===== src/rtl/lock_pkg.sv =====
// Shared types and default timing for the code-lock supervisor.
//   state_t : supervisor FSM states
//   key_t   : {key1, key0} keypad encodings
package lock_pkg;

  typedef enum logic [2:0] {
    IDLE     = 3'd0,
    ENTRY    = 3'd1,
    WAIT     = 3'd2,
    CHECK    = 3'd3,
    UNLOCKED = 3'd4,
    LOCKOUT  = 3'd5
  } state_t;

  typedef enum logic [1:0] {
    KEY_NONE   = 2'b00,
    KEY_DIGIT0 = 2'b01,
    KEY_DIGIT1 = 2'b10,
    KEY_BOTH   = 2'b11
  } key_t;

  localparam int unsigned DEF_CODE_LEN       = 6;
  localparam int unsigned DEF_MAX_FAILS      = 3;
  localparam int unsigned DEF_UNLOCK_CYCLES  = 1000;
  localparam int unsigned DEF_LOCKOUT_CYCLES = 10000;
  localparam int unsigned DEF_TIMEOUT_CYCLES = 5000;

  // Largest of three cycle counts; sizes the shared phase timer.
  function automatic int unsigned max3(input int unsigned a, input int unsigned b,
                                       input int unsigned c);
    int unsigned m;
    m = (a > b) ? a : b;
    return (m > c) ? m : c;
  endfunction

endpackage


===== src/rtl/lock_timer.sv =====
// Loadable down-counter shared by the timeout, unlock and lockout phases.
//   clock, reset : rising-edge clock, synchronous active-high reset
//   load         : load load_value this cycle (overrides counting)
//   load_value   : count to load; done_c rises load_value cycles later
//   done_c       : counter has reached zero (combinational decode)
module lock_timer #(
  parameter int unsigned W = 8
) (
  input  logic         clock,
  input  logic         reset,
  input  logic         load,
  input  logic [W-1:0] load_value,
  output logic         done_c
);

  logic [W-1:0] count;

  // Saturates at zero so done_c stays asserted until the next load.
  always_ff @(posedge clock) begin
    if (reset) begin
      count <= '0;
    end else if (load) begin
      count <= load_value;
    end else if (count != '0) begin
      count <= count - W'(1);
    end
  end

  assign done_c = (count == '0);

endmodule


===== src/rtl/lock_controller.sv =====
// Attempt sequencer and supervisor in front of the serial code-lock core.
//   clock, reset          : rising-edge clock, synchronous active-high reset
//   key0, key1            : one-cycle digit pulses from the debounced keypad
//   relock                : ends the unlock hold early
//   lock_out              : match output of the lock core
//   lock_inp0/1           : registered digit strobes to the lock core
//   lock_reset            : registered synchronous clear to the lock core
//   unlocked, alarm       : decoded from the state register
//   fail_pulse            : high during a CHECK cycle that sees no match
//   fail_count            : consecutive failed attempts (saturating)
//   digit_count           : digits entered in the current attempt
module lock_controller
  import lock_pkg::*;
#(
  parameter int unsigned CODE_LEN       = DEF_CODE_LEN,
  parameter int unsigned MAX_FAILS      = DEF_MAX_FAILS,
  parameter int unsigned UNLOCK_CYCLES  = DEF_UNLOCK_CYCLES,
  parameter int unsigned LOCKOUT_CYCLES = DEF_LOCKOUT_CYCLES,
  parameter int unsigned TIMEOUT_CYCLES = DEF_TIMEOUT_CYCLES
) (
  input  logic                          clock,
  input  logic                          reset,
  input  logic                          key0,
  input  logic                          key1,
  input  logic                          relock,
  input  logic                          lock_out,
  output logic                          lock_inp0,
  output logic                          lock_inp1,
  output logic                          lock_reset,
  output logic                          unlocked,
  output logic                          alarm,
  output logic                          fail_pulse,
  output logic [$clog2(MAX_FAILS+1)-1:0] fail_count,
  output logic [$clog2(CODE_LEN+1)-1:0]  digit_count
);

  localparam int unsigned DW   = $clog2(CODE_LEN + 1);
  localparam int unsigned FW   = $clog2(MAX_FAILS + 1);
  localparam int unsigned TMAX = max3(UNLOCK_CYCLES, LOCKOUT_CYCLES, TIMEOUT_CYCLES);
  localparam int unsigned TW   = $clog2(TMAX + 1);

  state_t         state;
  key_t           key_c;
  logic           key_ok_c;
  logic [DW-1:0]  dc_next_c;
  logic [FW-1:0]  fc_next_c;
  logic           tmr_load_c;
  logic [TW-1:0]  tmr_value_c;
  logic           tmr_done_c;

  // A press counts only when exactly one key is high and we are taking digits.
  assign key_c     = key_t'({key1, key0});
  assign key_ok_c  = ((key_c == KEY_DIGIT0) || (key_c == KEY_DIGIT1)) &&
                     ((state == IDLE) || (state == ENTRY));
  assign dc_next_c = (digit_count == DW'(CODE_LEN))  ? digit_count : digit_count + DW'(1);
  assign fc_next_c = (fail_count  == FW'(MAX_FAILS)) ? fail_count  : fail_count  + FW'(1);

  // Timer reload: every accepted digit restarts the idle timeout; leaving
  // CHECK arms either the unlock hold or the lockout (unused on CHECK->IDLE).
  always_comb begin
    tmr_load_c  = 1'b0;
    tmr_value_c = '0;
    if (key_ok_c) begin
      tmr_load_c  = 1'b1;
      tmr_value_c = TW'(TIMEOUT_CYCLES - 1);
    end else if (state == CHECK) begin
      tmr_load_c  = 1'b1;
      tmr_value_c = lock_out ? TW'(UNLOCK_CYCLES - 1) : TW'(LOCKOUT_CYCLES - 1);
    end
  end

  lock_timer #(.W(TW)) u_timer (
    .clock      (clock),
    .reset      (reset),
    .load       (tmr_load_c),
    .load_value (tmr_value_c),
    .done_c     (tmr_done_c)
  );

  // Supervisor FSM; lock_reset is set on every transition into IDLE so the
  // lock core is cleared for the whole time we wait for the first digit.
  always_ff @(posedge clock) begin
    if (reset) begin
      state       <= IDLE;
      lock_inp0   <= 1'b0;
      lock_inp1   <= 1'b0;
      lock_reset  <= 1'b1;
      fail_count  <= '0;
      digit_count <= '0;
    end else begin
      lock_inp0 <= 1'b0;
      lock_inp1 <= 1'b0;
      case (state)
        IDLE, ENTRY: begin
          if (key_ok_c) begin
            lock_inp0   <= key0;
            lock_inp1   <= key1;
            lock_reset  <= 1'b0;
            digit_count <= dc_next_c;
            state       <= (dc_next_c == DW'(CODE_LEN)) ? WAIT : ENTRY;
          end else if (state == IDLE) begin
            lock_reset  <= 1'b1;
            digit_count <= '0;
          end else if (tmr_done_c) begin
            state       <= IDLE;
            lock_reset  <= 1'b1;
            digit_count <= '0;
          end
        end
        WAIT: begin
          state <= CHECK;
        end
        CHECK: begin
          digit_count <= '0;
          if (lock_out) begin
            fail_count <= '0;
            state      <= UNLOCKED;
          end else begin
            fail_count <= fc_next_c;
            if (fc_next_c == FW'(MAX_FAILS)) begin
              state <= LOCKOUT;
            end else begin
              state      <= IDLE;
              lock_reset <= 1'b1;
            end
          end
        end
        UNLOCKED: begin
          if (relock || tmr_done_c) begin
            state      <= IDLE;
            lock_reset <= 1'b1;
          end
        end
        LOCKOUT: begin
          if (tmr_done_c) begin
            state      <= IDLE;
            lock_reset <= 1'b1;
            fail_count <= '0;
          end
        end
        default: begin
          state       <= IDLE;
          lock_reset  <= 1'b1;
          digit_count <= '0;
        end
      endcase
    end
  end

  assign unlocked   = (state == UNLOCKED);
  assign alarm      = (state == LOCKOUT);
  // Must be visible in the CHECK cycle itself, while lock_out is being sampled.
  assign fail_pulse = (state == CHECK) && !lock_out;

endmodule


===== config.mk =====
export PLATFORM = sky130hd
export DESIGN_NAME = lock_controller
export DESIGN_NICKNAME = d
export VERILOG_FILES = /design/src/rtl/lock_pkg.sv /design/src/rtl/lock_timer.sv /design/src/rtl/lock_controller.sv
export SDC_FILE = /design/constraint.sdc
export NUM_CORES = 1
export LEC_CHECK = 0
export CORE_MARGIN = 2
export CORE_UTILIZATION = 57
export DETAILED_ROUTE_END_ITERATION = 10
export PLACE_DENSITY_LB_ADDON = 0.25
export SYNTH_ARGS = -nofsm -noshare
export SYNTH_HDL_FRONTEND = slang
export SYNTH_SLANG_ARGS = --single-unit

===== constraint.sdc =====
create_clock -name clock -period 6.3 [get_ports clock]
set_input_delay 0.63 -clock clock [delete_from_list [all_inputs] [get_ports clock]]
set_output_delay 0.63 -clock clock [all_outputs]
set_load 0.03 [all_outputs]

==> impl_metrics.toml <==
[timing]
finClkSkew_ns = 0.00618
grt_setup_unrepaired = "no"
setup_viol_count_final = 0
fin_crit_sh_pct = 41.6
maxSlewHeadroom_pct = 52.6
tns_ns = 0
max_freq_mhz = 381
fin_crit_ns = 2.62
final-hold-violation-count = 0
slew_viol_final = 0
tightest_slew_ns = 0.708

[yosys]
yosys_register_bits = 25
synth_edf_count = 0
yosys.area_share.simple_pct = 23.6
synthCells = 170
synth_xor_area_share_pct = 2.52
yosys.area.top_type = "dfxtp_1"
synth_mux_area_share_pct = 1.44
synth.avg_cell_area_um2 = 8.19
syn-cell-area_um2 = 1390
yosys_warnings = 0
synth_nets = 179
synth_cell_types = 51
synth_compound_area_share_pct = 28.5
ys.flop_type = "dfxtp_1"
async_flop_share_pct = 0
synth_area_leaders = "dfxtp_1 36%, a21oi_1 5.0%, o21ai_0 3.2%, a211oi_1 3.2%, nand2_1 3.2%"
synth_top_family_by_area = "compound AO/OA/AOI/OAI gates"
synthAdderAreaFrac_pct = 2.70
synth.yosys.seq_area_share_pct = 35.9
synth_top_area_share_pct = 35.9

[detailed_routing]
dr.pass1.iters = 6
ant_nets = 0
finalWirelength_um = 3220
drc_errors = 0
vias = 1361
first_iter_violations = 39
wl_per_cell_um = 15.4
viasPerCell = 6.51

[worst_setup_path]
max_stage_delay_ns = 0.68
crit_slowest_cell = "clkdlybuf4s50_1"
crit_fanout = 6
reg2reg_to = "digit_count[2]"
crit_top_cell = "clkdlybuf4s50_1"
rr_worst_depth = 4
r2r-start = "u_timer.count[8]"
cp.required_ns = 5.67
worstPathArrival_ns = 1.99
worst_setup_path_end_kind = "output pin"
crit_family = "buffers and inverters"
crit_buf_inv = 2
r2r_setup_slack_ns = 3.95
crit_type = "primary input to output pin"
crit_path_cell_trace = "clkdlybuf4s50_1 -> nor2_1 -> clkdlybuf4s50_1"
cp-start-kind = "primary input"

[final_layout]
diodes = 0
nNetsFinal = 191
syn_to_final_growth_pct = 13.3
final_common_cell = "dfxtp_1"
register_area_um2 = 500
drive_gt1_share_pct = 4.97
mostFrequentLayoutCells = "25 x dfxtp_1, 16 x clkdlybuf4s50_1, 14 x a21oi_1, 12 x nor2_1, 12 x nand2_1"
multiInputGateArea_um2 = 818
nFillCells = 211

[die]
die-height_um = 53.4
ios = 17
core.rowCount = 17
fp.coreArea_um2 = 2250
die-area_um2 = 2850
die_x_um = 53.4
start_util_pct = 61.8

[run_status]
status = "complete, no violations"

[worst_hold_path]
worst_hold_path.endpoint = "fail_count[1]"
hold_path.startpoint = "fail_count[0]"
hp-class = "flop to flop"
min_path_cells = 2

[run]
cap_violations = 0

[power]
p_sw_share_pct = 32.2
p_int_w = 0.000233
comb_power_share_pct = 25.4
p_leak_nw = 0.575
p_clk_share_pct = 21.5
finalPower_w = 0.000344
p_sw_w = 0.000111
p_seq_share_pct = 53.1
irDropWorstVdd_v = 0.000162
power.density_nw_per_um2 = 218

[global_routing]
grt_start_max_net_pins = 19
grt_use_total_pct = 26.0
antenna_found_initial = 0
grt_first_pass_wirelength_um = 5390
grt_pass1_vias = 1201
grt.overflow.total = 0

[place]
dp_hpwl_um = 2300
port_buffers = 16
place.gp.congestion = 0.898

[clocking]
postCtsSetupBuffers = 0
clockBufferDepth = 2
clock_sink_count = 25
cts_resized = 0
htreeDepth = 1
clk_latency_ns = 0.32
ctsHoldBuffers = 0
cts_tree = "done"
clk_pin_slew_ns = 0.14
root_buffer = "clkbuf_4"
numCtsBuffers = 3
## power groups by stage
stage	sequential [W]	clock, W	combinational (W)
after floorplan	0.000187	0	0.0000620
after global placement	0.000185	0	0.0000826
after detailed placement	0.000186	0	0.0000851
after CTS	0.000182	0.0000749	0.0000862
after global routing	0.000185	0.0000795	0.0000956
final	0.000183	0.0000740	0.0000872
## layout make-up
cell class | count | share of cell area (%)
multi-input combinational | 126 | 51.9
sequential | 25 | 31.7
timing repair buffer | 16 | 10.2
inverter | 10 | 2.38
tap | 28 | 2.22
clock buffer | 4 | 1.67
## state kept, by name, summed over array words and instances, names as in the netlist
name           flops
u_timer.count     14
digit_count        3
state              3
fail_count         2
lock_inp0          1
lock_inp1          1
lock_reset         1
## synth_stat cells (2+ instances only)
cell and count:
nor2_1 12, and2_1 2, o32ai_1 2, o21ai_0 9, o21a_1 2, a311oi_1 2
or3_1 2, a211oi_1 6, or4_1 3, xnor2_1 3, dfxtp_1 25, mux2i_1 2
buf_2 2, nor3_1 4, a221oi_1 2, a31oi_1 4, a21oi_1 14, nand3b_1 2
nor4_1 5, o31ai_1 2, nand2b_1 5, inv_1 10, a21o_1 3, nand2_1 12
nor3b_1 2, clkbuf_1 6, ha_1 3
## worst register-to-register path, cell delays in order, from the launching register on
cell and delay (ns):
dfxtp_1 0.38, nor4_1 0.57, nand4_1 0.68, a21o_1 0.36, o221a_2 0.28
## metrics by stage
step,cells,setup WS (ns),instance area [um2],util (%),hold WS [ns]
final,209,3.68,1580,70.0,0.518
after global routing,209,3.61,1580,70.0,0.537
after CTS,209,3.67,1580,70.0,0.519
after detailed placement,205,3.67,1550,68.8,0.497
after global placement,205,3.73,1550,68.8,0.485
after floorplan,170,4.24,1390,-,0.468
## routing by layer
metal	GRT usage (%)	share of wire, %
met5	0	0
met4	9.83	1.2
met3	3.39	5.6
met2	40.3	46
met1	36.2	47
## worst max path at each step
stage                     start           endpoint  slack, ns  cells after the start
6_report               lock_out         fail_pulse       3.68                      3
5_1_grt                state[1]         fail_pulse       3.61                      3
4_1_cts                lock_out         fail_pulse       3.67                      3
3_5_place_dp           lock_out         fail_pulse       3.67                      3
3_3_place_gp           lock_out         fail_pulse       3.73                      3
2_1_floorplan  u_timer.count[4]  u_timer.count[11]       4.24                      5
## logic make-up (layout without fill, tap and decap cells)
| logic type | Yosys count | in the layout |
|---|---|---|
| XOR/XNOR | 4 | 4 |
| flip-flops | 25 | 25 |
| AO/OA/AOI/OAI | 58 | 58 |
| buffers and inverters | 19 | 30 |
| AND/OR/NAND/NOR | 59 | 59 |
| multiplexers | 2 | 2 |
| adder cells (fa/ha/maj) | 3 | 3 |
No activity file was read; power rests on OpenSTA's default activity.
